**src/rtl/sc_hit_scorer.sv**
```systemverilog
// sc_hit_scorer
//   Grades serialized hit/miss events against the song clock and keeps
//   combo, multiplier and a saturating score for the AV display.
//   Events move through two pipeline stages: S1 holds |dt|, S2 holds the grade.
//   An output register then pulses grade_valid_o and updates the score
//   two cycles after the accept edge. The block takes one event per cycle.
//
// Ports
//   clk_i          system clock
//   reset_i        synchronous active-high reset
//   pause_i        blocks new accepts; events already in the pipeline still finish
//   song_time_i    current song time (wraps mod 2^16)
//   hit_valid_i    serializer presents an event
//   hit_ready_o    event accepted this cycle when high together with hit_valid_i
//   hit_fret_i     fret/lane index
//   hit_time_i     note time of the matched note
//   hit_miss_i     note expired unplayed (forced MISS)
//   grade_valid_o  one-cycle pulse: grade_o/fret_out_o/dt_out_o valid
//   grade_o        3=PERFECT 2=GOOD 1=OK 0=MISS
//   fret_out_o     fret of the graded event
//   dt_out_o       |dt| of the graded event (0 for forced misses)
//   score_o        accumulated score, saturating
//   combo_o        consecutive non-MISS count, saturating at 1023
//   multiplier_o   min(4, 1 + combo/10)
//
// Optional feature (macro SC_STREAK_STATS_EN):
//   max_combo_o    highest combo since reset
//   perfect_cnt_o  saturating count of PERFECT grades
module sc_hit_scorer #(
    parameter int          SCORE_W     = 24,
    parameter logic [15:0] PERFECT_WIN = 16'd2,
    parameter logic [15:0] GOOD_WIN    = 16'd5,
    parameter logic [15:0] OK_WIN      = 16'd10,
    parameter int          PTS_PERFECT = 100,
    parameter int          PTS_GOOD    = 50,
    parameter int          PTS_OK      = 25
) (
    input  logic               clk_i,
    input  logic               reset_i,
    input  logic               pause_i,
    input  logic [15:0]        song_time_i,
    input  logic               hit_valid_i,
    output logic               hit_ready_o,
    input  logic [5:0]         hit_fret_i,
    input  logic [15:0]        hit_time_i,
    input  logic               hit_miss_i,
    output logic               grade_valid_o,
    output logic [1:0]         grade_o,
    output logic [5:0]         fret_out_o,
    output logic [15:0]        dt_out_o,
    output logic [SCORE_W-1:0] score_o,
    output logic [9:0]         combo_o,
    output logic [2:0]         multiplier_o
`ifdef SC_STREAK_STATS_EN
    ,
    output logic [9:0]         max_combo_o,
    output logic [15:0]        perfect_cnt_o
`endif
);

    logic               accept;
    logic [15:0]        dt_raw;
    logic [15:0]        dt_abs;

    logic               s1_valid_q;
    logic [5:0]         s1_fret_q;
    logic               s1_miss_q;
    logic [15:0]        s1_adt_q;

    logic [1:0]         s2_grade_d;
    logic               s2_valid_q;
    logic [1:0]         s2_grade_q;
    logic [5:0]         s2_fret_q;
    logic [15:0]        s2_adt_q;

    logic               grade_valid_q;
    logic [1:0]         grade_q;
    logic [5:0]         fret_q;
    logic [15:0]        dt_q;
    logic [SCORE_W-1:0] score_q, score_d;
    logic [9:0]         combo_q, combo_d;
    logic [2:0]         mult_q, mult_d;
    logic [9:0]         base_pts;
    logic [9:0]         pts;
    logic [SCORE_W:0]   score_sum;

    assign hit_ready_o = ~pause_i & ~reset_i;
    assign accept      = hit_valid_i & hit_ready_o;

    // Modular difference read as signed; -32768 has no positive twin, so clamp it.
    assign dt_raw = song_time_i - hit_time_i;
    always_comb begin
        dt_abs = dt_raw;
        if (dt_raw[15]) begin
            if (dt_raw == 16'h8000) dt_abs = 16'h7FFF;
            else                    dt_abs = ~dt_raw + 16'd1;
        end
    end

    always_comb begin
        s2_grade_d = 2'd0;
        if (!s1_miss_q) begin
            if      (s1_adt_q <= PERFECT_WIN) s2_grade_d = 2'd3;
            else if (s1_adt_q <= GOOD_WIN)    s2_grade_d = 2'd2;
            else if (s1_adt_q <= OK_WIN)      s2_grade_d = 2'd1;
        end
    end

    always_comb begin
        case (s2_grade_q)
            2'd3:    base_pts = 10'(PTS_PERFECT);
            2'd2:    base_pts = 10'(PTS_GOOD);
            2'd1:    base_pts = 10'(PTS_OK);
            default: base_pts = 10'd0;
        endcase
        // The multiplier in use is the one derived from the combo before this event.
        pts       = base_pts * {7'd0, mult_q};
        score_sum = {1'b0, score_q} + (SCORE_W+1)'(pts);

        score_d = score_q;
        combo_d = combo_q;
        mult_d  = mult_q;
        if (s2_valid_q) begin
            score_d = score_sum[SCORE_W] ? {SCORE_W{1'b1}} : score_sum[SCORE_W-1:0];
            if (s2_grade_q == 2'd0)     combo_d = 10'd0;
            else if (combo_q != 10'h3FF) combo_d = combo_q + 10'd1;
            if      (combo_d >= 10'd30) mult_d = 3'd4;
            else if (combo_d >= 10'd20) mult_d = 3'd3;
            else if (combo_d >= 10'd10) mult_d = 3'd2;
            else                        mult_d = 3'd1;
        end
    end

    always_ff @(posedge clk_i) begin
        if (reset_i) begin
            s1_valid_q    <= 1'b0;
            s1_fret_q     <= '0;
            s1_miss_q     <= 1'b0;
            s1_adt_q      <= '0;
            s2_valid_q    <= 1'b0;
            s2_grade_q    <= '0;
            s2_fret_q     <= '0;
            s2_adt_q      <= '0;
            grade_valid_q <= 1'b0;
            grade_q       <= '0;
            fret_q        <= '0;
            dt_q          <= '0;
            score_q       <= '0;
            combo_q       <= '0;
            mult_q        <= 3'd1;
        end else begin
            s1_valid_q <= accept;
            if (accept) begin
                s1_fret_q <= hit_fret_i;
                s1_miss_q <= hit_miss_i;
                s1_adt_q  <= hit_miss_i ? 16'd0 : dt_abs;
            end
            s2_valid_q <= s1_valid_q;
            if (s1_valid_q) begin
                s2_grade_q <= s2_grade_d;
                s2_fret_q  <= s1_fret_q;
                s2_adt_q   <= s1_adt_q;
            end
            grade_valid_q <= s2_valid_q;
            if (s2_valid_q) begin
                grade_q <= s2_grade_q;
                fret_q  <= s2_fret_q;
                dt_q    <= s2_adt_q;
            end
            score_q <= score_d;
            combo_q <= combo_d;
            mult_q  <= mult_d;
        end
    end

    assign grade_valid_o = grade_valid_q;
    assign grade_o       = grade_q;
    assign fret_out_o    = fret_q;
    assign dt_out_o      = dt_q;
    assign score_o       = score_q;
    assign combo_o       = combo_q;
    assign multiplier_o  = mult_q;

`ifdef SC_STREAK_STATS_EN
    logic [9:0]  max_combo_q;
    logic [15:0] perfect_cnt_q;

    always_ff @(posedge clk_i) begin
        if (reset_i) begin
            max_combo_q   <= '0;
            perfect_cnt_q <= '0;
        end else begin
            if (combo_d > max_combo_q) max_combo_q <= combo_d;
            if (s2_valid_q && s2_grade_q == 2'd3 && perfect_cnt_q != 16'hFFFF)
                perfect_cnt_q <= perfect_cnt_q + 16'd1;
        end
    end

    assign max_combo_o   = max_combo_q;
    assign perfect_cnt_o = perfect_cnt_q;
`endif

endmodule

```
**config.mk**
```make
export PLATFORM = sky130hd
export DESIGN_NAME = sc_hit_scorer
export DESIGN_NICKNAME = d
export VERILOG_FILES = /design/src/rtl/sc_hit_scorer.sv
export SDC_FILE = /design/constraint.sdc
export NUM_CORES = 1
export LEC_CHECK = 0
export CAP_MARGIN = 5
export CELL_PAD_IN_SITES_DETAIL_PLACEMENT = 0
export CELL_PAD_IN_SITES_GLOBAL_PLACEMENT = 1
export CORE_AREA = 3 3 133 135
export CTS_CLUSTER_DIAMETER = 30
export DETAILED_ROUTE_END_ITERATION = 10
export DIE_AREA = 0 0 136 138
export HOLD_SLACK_MARGIN = 0.03
export PLACE_DENSITY = 0.76
export SLEW_MARGIN = 20
export SYNTH_ARGS = -nofsm -noshare
export SYNTH_HDL_FRONTEND = slang
export SYNTH_SLANG_ARGS = --single-unit
```
**constraint.sdc**
```tcl
create_clock -name clk_i -period 6 [get_ports clk_i]
set_input_delay 1.2 -clock clk_i [delete_from_list [all_inputs] [get_ports clk_i]]
set_output_delay 1.2 -clock clk_i [all_outputs]
set_load 0.02 [all_outputs]
```
# ---- Yosys cells after proc, flatten, opt, wreduce, memory -nomap -nowiden
# Cells that the tools add are included.
dict set report totals {
  register_bits 111
  latchBits 0
  ram_bits 0
  romBits 0
  inputBits 43
  out_inout_bits 63
  elab_cells 52
  mem_count 0
}
dict set report classes {
  add_sub_neg 4
  multipliers 1
  div_mod_pow 0
  magnitude_cmp 6
  n_eq_ne 5
  n_shift 0
  n_mux 15
  bitwise_logic 5
  reduce_logical 1
}
# operator count
set op_table {}
lappend op_table {{$mux W16} 3}
lappend op_table {{$mux W10} 3}
lappend op_table {{$add A24 B10 Y25} 1}
lappend op_table {{$mux W24} 1}
lappend op_table {{$pmux W7 S3} 1}
lappend op_table {{$ge A10 B5 Y1 const B} 2}
lappend op_table {{$add A16 B1 Y16 const B} 1}
lappend op_table {{$eq A16 B16 Y1 const B} 1}
lappend op_table {{$le A16 B2 Y1 const B} 1}
lappend op_table {{$le A16 B3 Y1 const B} 1}
lappend op_table {{$le A16 B4 Y1 const B} 1}
lappend op_table {{$not A16 Y16} 1}
lappend op_table {{$sub A16 B16 Y16} 1}
lappend op_table {{$add A10 B1 Y10 const B} 1}
lappend op_table {{$ge A10 B4 Y1 const B} 1}
lappend op_table {{$mul A10 B3 Y10} 1}
lappend op_table {{$mux W2} 5}
lappend op_table {{$ne A10 B10 Y1 const B} 1}
lappend op_table {{$eq A2 B2 Y1 const B} 2}
lappend op_table {{$mux W3} 1}
lappend op_table {{$and A1 B1 Y1} 2}
lappend op_table {{$eq A2 B1 Y1 const B} 1}
lappend op_table {{$logic_not A2 Y1} 1}
lappend op_table {{$not A1 Y1} 2}
lappend op_table {{$mux W1} 1}

# ---- Depth between registers and ports, before layout
# Gate-level depths: netlist of the first run.
dict set report depth {
  ltp_word 8
  depth_mapped 23
  depth_no_buf 22
}

# ---- Least setup slack after synthesis of the first run
# Ideal clock, no wire load.
dict set report synth_timing {
  kind {reg2reg}
  startpoint {register s2_grade_q[0]}
  endpoint {register score_q[18] (netlist: score_o[18])}
  setup_time_ns 0.128
  arrival_time_ns 4.243
  t_required_ns 5.872
  slack_ns 1.630
  path_stages_with_launch 23
  synth_period_minus_slack_ns 4.370
  cell_sequence {dfxtp_1 inv_1 ha_1 clkbuf_1 clkbuf_1 nor2_1 nand2_1 fa_1 inv_1 ha_1 inv_1 o21bai_1 a21oi_1 nor2b_1 o21ai_0 nand2b_1 ha_1 nand2_1 o31ai_1 nand2_1 nor3_1 mux2i_1 nor2_1}
}
dict set report synth_between {
  elab_chain_len 5
  word_cells_on_any_way 7
  classes_between {1 x add/sub; 1 x mul; 3 x eq/ne; 2 x mux}
}
# element line_no
set synth_lines {}
lappend synth_lines {{from (decl)} 72} ;# logic [1:0] s2_grade_q;
lappend synth_lines {{from (signal assigned)} 160} ;# s2_grade_q <= s2_grade_d;
lappend synth_lines {{$eq A2 B1 Y1 or $eq A2 B2 Y1 (tied branches)} 110} ;# case (s2_grade_q)
lappend synth_lines {{$pmux W7 S3 *} 110}
lappend synth_lines {{$mul A10 B3 Y10 *} 117} ;# pts = base_pts * {7'd0, mult_q};
lappend synth_lines {{$add A24 B10 Y25 *} 118} ;# score_sum = {1'b0, score_q} + (SCORE_W+1)'(pts);
lappend synth_lines {{$mux W24 *} 124} ;# score_d = score_sum[SCORE_W] ? {SCORE_W{1'b1}} : score_sum[SCORE_W-1:0];
lappend synth_lines {{to (signal assigned)} 170} ;# score_q <= score_d;
lappend synth_lines {{to (decl)} 80} ;# logic [SCORE_W-1:0] score_q, score_d;
# Every way passes the cells marked *; elsewhere a longest branch is shown, timed or not.
# A chain may end at the register's enable or synchronous reset.

# ---- Worst setup path in the final report of the first run
dict set report layout_timing {
  startpoint {register s2_grade_q[1]}
  endpoint {register score_q[23] (netlist: score_o[23])}
}
# The elaborated chain is that of the path after synthesis.

==> summary.md, run 1 <==
| Metric | Value |
|---|---|
| Root Driver | clkbuf_16 |
| Via/cell ratio | slightly above 5 |
| Number of max-cap violations | 0 |
| Wirelength, routed | approximately 15000 µm |
| Final global-route overflow total | 0 |
| Top Ports | about 110 |
| Sequential-to-total area share from yosys stat | 0.338 |
| Post-synthesis cell area | 0.00658 mm² |
| Post-synth top area cell | dfxtp_1 |
| WP data arrival | between 5000 and 6000 ps |
| Top post-synthesis cells by count | nor2_1, dfxtp_1, nand2_1 |
| Drt first pass iters | 5 |
| Number of warnings issued by yosys | 0 |
| Top flip-flop cell by instance count after synthesis | dfxtp_1 |
| Synth cell types | 71 |
| Half-perimeter wire length after detailed placement | approximately 11000 µm |
| Initial core utilization | 0.397 |
| Setup TNS | 0 ps |
| Global router's overall resource usage | 0.162 |
| Fraction of post-synthesis cell area in the top cell type by area | 0.338 |
| Number of flip-flops and latches in the synthesized netlist | ~110 |
| Leading post-synthesis cells by cell area | dfxtp_1, mux2i_1, ha_1, nor2_1, nand2_1 |
| Fmax | ~0.20 GHz |
| CTS max path bufs | 2 |
| Die Span X | 136 µm |
| Final hold violations | 0 |
| Count of routing violations after the opening detailed-route iteration | approximately 230 |
| Port-buffer cells | around 110 |
| Clock-pin slew on the worst setup and hold paths | 80 ps |
| Largest fanout on the critical path | 7 |
| Hold bufs inserted after CTS | 0 |
| Period utilization | 0.820 |
| # Post-CTS Setup Buffers | 0 |
| Worst setup EP type | register |
| Worst slack on hold paths | around 460 ps |
| Sequential cell area | roughly 0.0022 mm² |
| Leakage power total | roughly 0.0032 µW |
| Cell type of the slowest stage on the worst timing path | o31ai_1 |
| Synthesized instance count | 805 |
| Antenna violations before repair | 0 |
| PostCTS Resize Cnt | 0 |
| Number of vias in the routed layout | 5719 |
| Power density over the cells | 206 mW/mm² |
| Cells traversed along the worst timing path | ha_1, and2_1, inv_1, fa_1, inv_1, ha_1, a21o_1, a21oi_1, o21bai_1, a21oi_1, xnor2_1, ha_1, or3_1, o21ai_0, o31ai_1, nand3_1, and4b_1, a211oi_1 |
| Post-synthesis net count | around 900 |
| Die Y-Extent | approximately 140 µm |
| Site row count | 47 |
| Transition time at the pin with the least slew margin | roughly 920 ps |
| H-tree lvl count | 3 |
| Area overhead of the layout relative to synthesis | 22.9% |
| Diode insertion count for antenna repair | 0 |
| Cell occurring most often along the worst timing path | ha_1 |
| Fill cell count | around 1600 |
| DRC violations left | 0 |
| Net count of the finished layout | 985 |
| TritonCTS clock tree | built |
| Post-detailed-route wirelength per cell | 13.5 µm |
| Min-delay worst type | register to register |
| Maximum clock skew at final layout | 9.42 ps |
| Largest net degree at the start of global routing | 64 |
| Via count of the first global-routing pass | ~5400 |
| First-pass GRT wire length | 25800 µm |
| Number of failing setup endpoints in the final timing report | 0 |
| Final worst path period need | a little under 5000 ps |
| Element type at the critical path start | register |
| Number of flops mapped to enable cells by yosys | 0 |
| Proportion of layout cells with a drive suffix above 1 | 0.0390 |
| Unrepaired setup endpoints after global routing | false |
| Run status | completed |
| Critical path class | register to register |
| Area occupied by multi-input gates | about 0.0040 mm² |
| Most numerous cell in the Yosys netlist | nor2_1 |
| Worst slew slack as a fraction of its limit | 0.384 |
| RePlAce Congestion | about 0.85 |
| Number of clock buffers inserted by TritonCTS | 9 |
| Final-report max-slew violation count | 0 |
| Share of flip-flops with an asynchronous set or reset after synthesis | 0 |
| Mean instance size in the synthesized netlist | 8.17 µm² |
| Floorplan die area | approximately 0.019 mm² |
| IR Drop Worst-Case VDD | between 0.1 and 0.15 mV |
| Worst skew pair latency | 360 ps |
| Max stage delay on crit path | 760 ps |
| Core area | 0.0166 mm² |
| Number of nets with antenna violations after detailed routing | 0 |
| Req. time, crit path | 6270 ps |
| # clock sinks | 111 |
cell usage in the layout, fill, tap and decap left out, drive strengths merged, types with 3 or more instances in the layout:
cell type      instances
nor2                 126
dfxtp                111
clkdlybuf4s50        104
nand2                 70
inv                   55
mux2i                 53
a21oi                 45
ha                    41
o21ai                 41
nor3                  36
xnor2                 23
xor2                  13
nand3                 13
nand2b                11
a21o                  10
and2                  10
clkbuf                10
a31oi                  8
fa                     8
nand4                  8
a211oi                 7
nor4                   7
o21a                   7
o21bai                 6
a311oi                 6
or3                    6
o211ai                 5
a41oi                  5
buf                    4
and3                   3
nor3b                  3
or2                    3
clkinv                 3
per-layer routing:
metal  global-route usage  vias up  wire length (µm)  share of wire
li1                     -     2991                 -              -
met1                0.210     2601              7000           0.46
met2                0.272      116              7240           0.48
met3               0.0338       11               691          0.046
met4               0.0446        0               178          0.012
met5                    0        -                 0              0
critical path, delay by kind of cell, from the launching register on:
kind,cells,cell delay (ps)
adder cells (fa/ha/maj),4,1350
AO/OA/AOI/OAI,7,1810
XOR/XNOR,1,150
AND/OR/NAND/NOR,4,950
buffers and inverters,2,130
flip-flops,1,450
cell families (layout without fill, tap and decap cells):
logic type / after synthesis / in the layout / share of synthesized area
simple gates: 307 / 307 / 0.217
fa+ha+maj: 49 / 49 / 0.102
buf+inv: 84 / 177 / 0.0489
mux: 53 / 53 / 0.0806
xor+xnor: 36 / 36 / 0.0479
compound gates: 165 / 165 / 0.166
flops: 111 / 111 / 0.338
registers in the layout, indices dropped and copies added (netlist names):
register,cells
score_o,24
dt_out_o,16
s1_adt_q,16
s2_adt_q,16
combo_o,10
fret_out_o,6
s1_fret_q,6
s2_fret_q,6
multiplier_o,3
grade_o,2
s2_grade_q,2
grade_valid_o,1
s1_miss_q,1
s1_valid_q,1
s2_valid_q,1
path summary, 6_finish.rpt:
check	from	end	slack [ps]	cells past startpoint
min reg2reg	s1_miss_q	s1_miss_q	460	2
min	s1_miss_q	s1_miss_q	460	2
max reg2reg	s2_grade_q[1]	score_o[23]	1080	18
max	s2_grade_q[1]	score_o[23]	1080	18
area by class of cell:
class	count	share of cell area
Multi-Input combinational cell	610	0.499
Sequential cell	111	0.275
Timing Repair Buffer	108	0.132
Tap cell	220	0.0341
Clock buffer	10	0.0283
Inverter	53	0.0246
Clock inverter	6	0.00666
through the flow:
| stage | utilization | total power [µW] | area [µm²] | cells | setup WS [ps] |
|---|---|---|---|---|---|
| 4_1_cts | 0.487 | 1690 | 8080 | 1118 | 1130 |
| 5_1_grt | 0.487 | 1760 | 8080 | 1118 | 635 |
| 2_1_floorplan | - | 1010 | 6580 | 805 | 1630 |
| 6_report | 0.487 | 1670 | 8080 | 1118 | 1080 |
| 3_3_place_gp | 0.470 | 1100 | 7800 | 1102 | 1040 |
| 3_5_place_dp | 0.470 | 1100 | 7800 | 1102 | 967 |
report_power, final:
part / switching [µW] / total, µW / internal [µW]
combinational: 179 / 318 / 140
clock: 293 / 582 / 290
sequential: 13.6 / 765 / 751
No activity file was read; power rests on OpenSTA's default activity.
==> inputs of run 2 (changes only) <==
Clock period 6 ns to 5 ns, I/O delays scaled along.
==> run 2 against run 1 <==
- combinational power increased by 22%
- clock power increased by 29%
- wire length increased by 1.6%
- count of clock-buffer cells in the layout decreased by 1
- hold slack improved by 10 ps
- critical path type unchanged
==> summary.md, run 2 (same netlist as run 1, synthesis figures left out) <==
| Metric | Value |
|---|---|
| Run status | completed (unchanged) |
| Largest register FFs | 24 (unchanged) |
| Core area | 0.0166 mm² (unchanged) |
| Worst setup EP type | register (unchanged) |
| Final-report max-slew violation count | 0 (unchanged) |
| Number of max-cap violations | 0 (unchanged) |
| Global router's overall resource usage | 0.169 (was 0.162) |
| Min-delay worst type | register to register (unchanged) |
| Drt first pass iters | 4 (was 5) |
| Req. time, crit path | 5270 ps (was 6270 ps) |
| Unrepaired setup endpoints after global routing | false (unchanged) |
| IR Drop Worst-Case VDD | 0.160 mV (was 0.132 mV) |
| Initial core utilization | 0.397 (unchanged) |
| Power density over the cells | 252 mW/mm² (was 206 mW/mm²) |
| Logic gate share of total power | 0.189 (was 0.191) |
| Die Span X | 136 µm (unchanged) |
| Largest fanout on the critical path | 7 (unchanged) |
| Summed area of non-filler cells in the final layout | 0.00816 mm² (was 0.00808 mm²) |
| Final global-route overflow total | 0 (unchanged) |
| Wirelength, routed | 15400 µm (was 15100 µm) |
| Post-detailed-route wirelength per cell | 13.7 µm (was 13.5 µm) |
| Area occupied by multi-input gates | 0.00404 mm² (about the same) |
| Number of vias in the routed layout | 5797 (was 5719) |
| Number of clock buffers inserted by TritonCTS | 9 (unchanged) |
| Diode insertion count for antenna repair | 0 (unchanged) |
| Fill cell count | 1608 (was 1604) |
| Half-perimeter wire length after detailed placement | 11800 µm (was 11400 µm) |
| Transition time at the pin with the least slew margin | 753 ps (was 917 ps) |
| WP data arrival | 4830 ps (was 5190 ps) |
| Count of routing violations after the opening detailed-route iteration | 230 (was 233) |
| Worst skew pair latency | 350 ps (was 360 ps) |
| Most common cell after layout, fill and taps aside | nor2_1 (unchanged) |
| PostCTS Resize Cnt | 0 (unchanged) |
| First-pass GRT wire length | 26900 µm (was 25800 µm) |
| Via/cell ratio | 5.16 (was 5.12) |
| Final worst path period need | 4560 ps (was 4920 ps) |
| Period utilization | 0.913 (was 0.820) |
| Sequential share of power | 0.446 (was 0.459) |
| Final hold violations | 0 (unchanged) |
| TritonCTS clock tree | built (unchanged) |
| H-tree lvl count | 3 (unchanged) |
| Number of failing setup endpoints in the final timing report | 0 (unchanged) |
| # clock sinks | 111 (unchanged) |
| Number of nets with antenna violations after detailed routing | 0 (unchanged) |
| Floorplan die area | 0.0188 mm² (unchanged) |
| Port-buffer cells | 105 (unchanged) |
| Element type at the critical path start | register (unchanged) |
| Worst slew slack as a fraction of its limit | 0.496 (was 0.384) |
| CTS max path bufs | 2 (unchanged) |
| Top Ports | 106 (unchanged) |
| Switching Fraction | 0.284 (was 0.291) |
| Cell internal pwr | 1470 µW (was 1180 µW) |
| Net switching power figure | 585 µW (was 485 µW) |
| Largest net degree at the start of global routing | 56 (was 64) |
| Proportion of layout cells with a drive suffix above 1 | 0.0465 (was 0.0390) |
| Area overhead of the layout relative to synthesis | 24.0% (was 22.9%) |
| RePlAce Congestion | 0.843 (was 0.846) |
| Critical path class | register to register (unchanged) |
| Sequential cell area | 0.00222 mm² (unchanged) |
| Site row count | 47 (unchanged) |
| Net count of the finished layout | 990 (was 985) |
| Via count of the first global-routing pass | 5684 (was 5447) |
| Fmax | 0.219 GHz (was 0.203 GHz) |
| # Post-CTS Setup Buffers | 0 (unchanged) |
| Maximum clock skew at final layout | 7.31 ps (was 9.42 ps) |
| Antenna violations before repair | 0 (unchanged) |
| Clock-pin slew on the worst setup and hold paths | 70 ps (was 80 ps) |
| DRC violations left | 0 (unchanged) |
| Root Driver | clkbuf_16 (unchanged) |
| Hold bufs inserted after CTS | 0 (unchanged) |
| Fraction of power consumed by the clock network | 0.365 (was 0.350) |
| DP Area | 0.00784 mm² (was 0.00780 mm²) |
| Commonest cells after routing, fill and taps aside | nor2_1, dfxtp_1, clkdlybuf4s50_1 (unchanged) |
| Die Y-Extent | 138 µm (unchanged) |
| Leakage power total | 0.00325 µW (was 0.00320 µW) |
| Setup TNS | 0 ps (unchanged) |
run 2: cell types whose count changed in the layout (fill, tap and decap cells not counted), sizes merged:
cell,previous run,this run
clkinvlp,1,0
clkinv,3,4
buf,4,9
bufinv,0,1
clkbuf,10,9
run 2: through the flow:
step                hold WS, ps  instances  power [µW]  worst slack [ps]   util
floorplan                   435        805        1220               630      -
global placement            447       1107        1320               525  0.473
detailed placement          456       1107        1330               296  0.473
CTS                         466       1123        2080               269  0.492
global route                502       1123        2170              78.2  0.492
finish                      468       1123        2060               436  0.492
run 2: per-layer routing:
layer / wire length [µm] / global-route usage
met1: 7070 / 0.218
met2: 7500 / 0.289
met3: 624 / 0.0305
met4: 151 / 0.0424
met5: 0 / 0
run 2: layout make-up:
type | count | share of cell area
clock inverters | 7 | 0.0109
inverters | 53 | 0.0244
multi-input cells | 610 | 0.495
clock buffers | 9 | 0.0276
well taps | 220 | 0.0337
flip-flops and latches | 111 | 0.273
repair buffers | 113 | 0.136
run 2: power by group through the flow:
| stage | clock, µW | combinational, µW | sequential (µW) |
|---|---|---|---|
| finish | 752 | 388 | 918 |
| global route | 811 | 435 | 921 |
| CTS | 772 | 389 | 918 |
| detailed placement | 0 | 387 | 939 |
| global placement | 0 | 381 | 938 |
| floorplan | 0 | 280 | 938 |
run 2: critical path, cell delays in order (launching register included):
cell and delay, ps:
dfxtp_1 430, ha_1 250, and2_1 170, inv_1 60, fa_1 600, inv_1 60, ha_1 300, a21o_1 160
a21oi_1 220, o21bai_1 90, a21oi_1 220, xnor2_1 90, ha_1 200, or3_1 350, o21ai_0 160, inv_1 130
a311oi_2 350, nor2_1 190, and4b_1 230, a211oi_1 210
run 2: path summary, 6_finish.rpt:
path / startpoint / end / slack (ps) / cells after the start
min: s1_adt_q[8] / s1_adt_q[8] / 470 / 2
max: s2_grade_q[1] / score_o[23] / 440 / 19
min reg2reg: s1_adt_q[8] / s1_adt_q[8] / 470 / 2
max reg2reg: s2_grade_q[1] / score_o[23] / 440 / 19
==> inputs of run 3 (changes only) <==
Settings changed: PLACE_DENSITY 0.76 to not set, PLACE_DENSITY_LB_ADDON set to 0.2.
Clock period 5 ns to 4.8 ns, I/O delays scaled along.
==> run 3 against run 2 <==
- sequential share of layout area hardly changed
- hold slack got worse by 0.50 ps
- largest cell class unchanged
- global-route usage is 0.62 points lower
- die area unchanged
- wire length is 0.63% lower
- critical path depth grew 2
- clock power grew 0.5%
==> summary.md, run 3 (same netlist as run 1, synthesis figures left out) <==
| Metric | Value |
|---|---|
| Number of nets with antenna violations after detailed routing | 0 (unchanged) |
| Count of routing violations after the opening detailed-route iteration | 313 (was 230) |
| Largest net degree at the start of global routing | 64 (was 56) |
| Number of max-cap violations | 0 (unchanged) |
| Transition time at the pin with the least slew margin | 787 ps (was 753 ps) |
| First-pass GRT wire length | 25800 µm (was 26900 µm) |
| Global router's overall resource usage | 0.162 (was 0.169) |
| Hold bufs inserted after CTS | 0 (unchanged) |
| Via/cell ratio | 5.12 (was 5.16) |
| Area overhead of the layout relative to synthesis | 24.0% (about the same) |
| Buffers and inverters on the worst path | 3 (unchanged) |
| Maximum clock skew at final layout | 9.74 ps (was 7.31 ps) |
| Summed area of non-filler cells in the final layout | 0.00816 mm² (about the same) |
| Largest delay contributor family on the critical path | adder cells (was compound AO/OA/AOI/OAI gates) |
| Clock-pin slew on the worst setup and hold paths | 80 ps (was 70 ps) |
| Drt first pass iters | 4 (unchanged) |
| Leakage power total | 0.00324 µW (was 0.00325 µW) |
| Cells traversed along the worst timing path | ha_1, and2_1, inv_1, fa_1, inv_1, ha_1, a21o_1, a21oi_1, o21bai_1, a21oi_1, nor2b_1, o21ai_0, nand2b_1, ha_1, and2_1, nor2_1, o31ai_1, buf_4, nand3_1, and4b_1, a211oi_1 (was ha_1, and2_1, inv_1, fa_1, inv_1, ha_1, a21o_1, a21oi_1, o21bai_1, a21oi_1, xnor2_1, ha_1, or3_1, o21ai_0, inv_1, a311oi_2, nor2_1, and4b_1, a211oi_1) |
| # Post-CTS Setup Buffers | 0 (unchanged) |
| Setup TNS | 0 ps (unchanged) |
| Final-report max-slew violation count | 0 (unchanged) |
| Root Driver | clkbuf_16 (unchanged) |
| Floorplan die area | 0.0188 mm² (unchanged) |
| TritonCTS clock tree | built (unchanged) |
| Worst slew slack as a fraction of its limit | 0.474 (was 0.496) |
| Run status | completed (unchanged) |
| Site row count | 47 (unchanged) |
| Half-perimeter wire length after detailed placement | 11700 µm (was 11800 µm) |
| Worst setup EP type | register (unchanged) |
| Cell occurring most often along the worst timing path | ha_1 |
| Top Ports | 106 (unchanged) |
| Largest register FFs | 24 (unchanged) |
| Number of clock buffers inserted by TritonCTS | 9 (unchanged) |
| Element type at the critical path start | register (unchanged) |
| Post-detailed-route wirelength per cell | 13.6 µm (was 13.7 µm) |
| Final worst path period need | 4440 ps (was 4560 ps) |
| DP Area | 0.00784 mm² (unchanged) |
| Most common cell after layout, fill and taps aside | nor2_1 (unchanged) |
| Final hold violations | 0 (unchanged) |
| Number of vias in the routed layout | 5752 (was 5797) |
| Final global-route overflow total | 0 (unchanged) |
| Number of failing setup endpoints in the final timing report | 0 (unchanged) |
| Fill cell count | 1611 (was 1608) |
| Antenna violations before repair | 0 (unchanged) |
| Largest fanout on the critical path | 7 (unchanged) |
| Commonest cells after routing, fill and taps aside | nor2_1, dfxtp_1, clkdlybuf4s50_1 (unchanged) |
| Die Y-Extent | 138 µm (unchanged) |
| Power density over the cells | 259 mW/mm² (was 252 mW/mm²) |
| Net count of the finished layout | 990 (unchanged) |
| Initial core utilization | 0.397 (unchanged) |
| Wirelength, routed | 15300 µm (was 15400 µm) |
| Cell type of the slowest stage on the worst timing path | fa_1 (unchanged) |
| Period utilization | 0.926 (was 0.913) |
| Min-delay worst type | register to register (unchanged) |
| IR Drop Worst-Case VDD | 0.230 mV (was 0.160 mV) |
| Proportion of layout cells with a drive suffix above 1 | 0.0487 (was 0.0465) |
| Die Span X | 136 µm (unchanged) |
| # clock sinks | 111 (unchanged) |
| Via count of the first global-routing pass | 5470 (was 5684) |
| Core area | 0.0166 mm² (unchanged) |
| H-tree lvl count | 3 (unchanged) |
| Worst skew pair latency | 360 ps (was 350 ps) |
| CTS max path bufs | 2 (unchanged) |
| Port-buffer cells | 105 (unchanged) |
| Diode insertion count for antenna repair | 0 (unchanged) |
| Final Instance Count excl. Fillers | 1123 (unchanged) |
| Unrepaired setup endpoints after global routing | false (unchanged) |
| WP data arrival | 4720 ps (was 4830 ps) |
| DRC violations left | 0 (unchanged) |
| Max stage delay on crit path | 590 ps (was 600 ps) |
| Critical path class | register to register (unchanged) |
| RePlAce Congestion | 0.817 (was 0.843) |
| Number of placed instances with taps included | 1107 (unchanged) |
| Fmax | 0.225 GHz (was 0.219 GHz) |
| Req. time, crit path | 5070 ps (was 5270 ps) |
==> run 3: cell types whose count changed in the layout (fill, tap and decap cells not counted), sizes merged <==
| cell | delta |
|---|---|
| clkinv | -2 |
| clkinvlp | +1 |
| inv | +2 |
| bufinv | -1 |
==> run 3: cell type report <==
cell class	instances	area, µm²	area share
tap	220	275	0.0337
multi-input combinational	610	4060	0.497
sequential	111	2220	0.273
clock buffer	9	225	0.0276
clock inverter	7	72.6	0.00890
timing repair buffer	113	1110	0.136
inverter	53	199	0.0244
==> run 3: path summary, 6_finish.rpt <==
path,startpoint,endpoint,slack (ps),cells after the start
hold reg to reg,s1_adt_q[5],s1_adt_q[5],470,2
setup reg to reg,s2_grade_q[0],score_o[23],360,21
setup / recovery,s2_grade_q[0],score_o[23],360,21
hold / removal,s1_adt_q[5],s1_adt_q[5],470,2
==> run 3: timing repair <==
action                     4_1_cts  5_1_grt
resized for setup                0        4
hold endpoints to repair         0        0
setup endpoints to repair        0        8
==> run 3: worst min-delay path, cell delays in order, from the launching register on <==
cell and delay, ps:
dfxtp_1 330, nand2_1 60, nand2_1 40
==> run 3: metal layers <==
layer | routed length [µm] | track usage | vias up
met5 | 0 | 0 | -
li1 | - | - | 3002
met3 | 348 | 0.0200 | 10
met2 | 7500 | 0.282 | 76
met1 | 7250 | 0.212 | 2664
met4 | 153 | 0.0435 | 0
==> run 3: metrics by stage <==
step | total power, µW | hold WS [ps] | worst slack (ps) | utilization
2_1_floorplan | 1270 | 435 | 430 | -
3_3_place_gp | 1380 | 450 | 362 | 0.473
3_5_place_dp | 1380 | 459 | 148 | 0.473
4_1_cts | 2140 | 472 | 124 | 0.491
5_1_grt | 2230 | 484 | 11.7 | 0.492
6_report | 2110 | 468 | 355 | 0.492
==> run 3: power breakdown <==
| group | switching [µW] | leakage [µW] | internal (µW) |
|---|---|---|---|
| combinational | 221 | 0.00220 | 178 |
| sequential | 18.9 | 0.000898 | 939 |
| clock | 386 | 0.000144 | 371 |
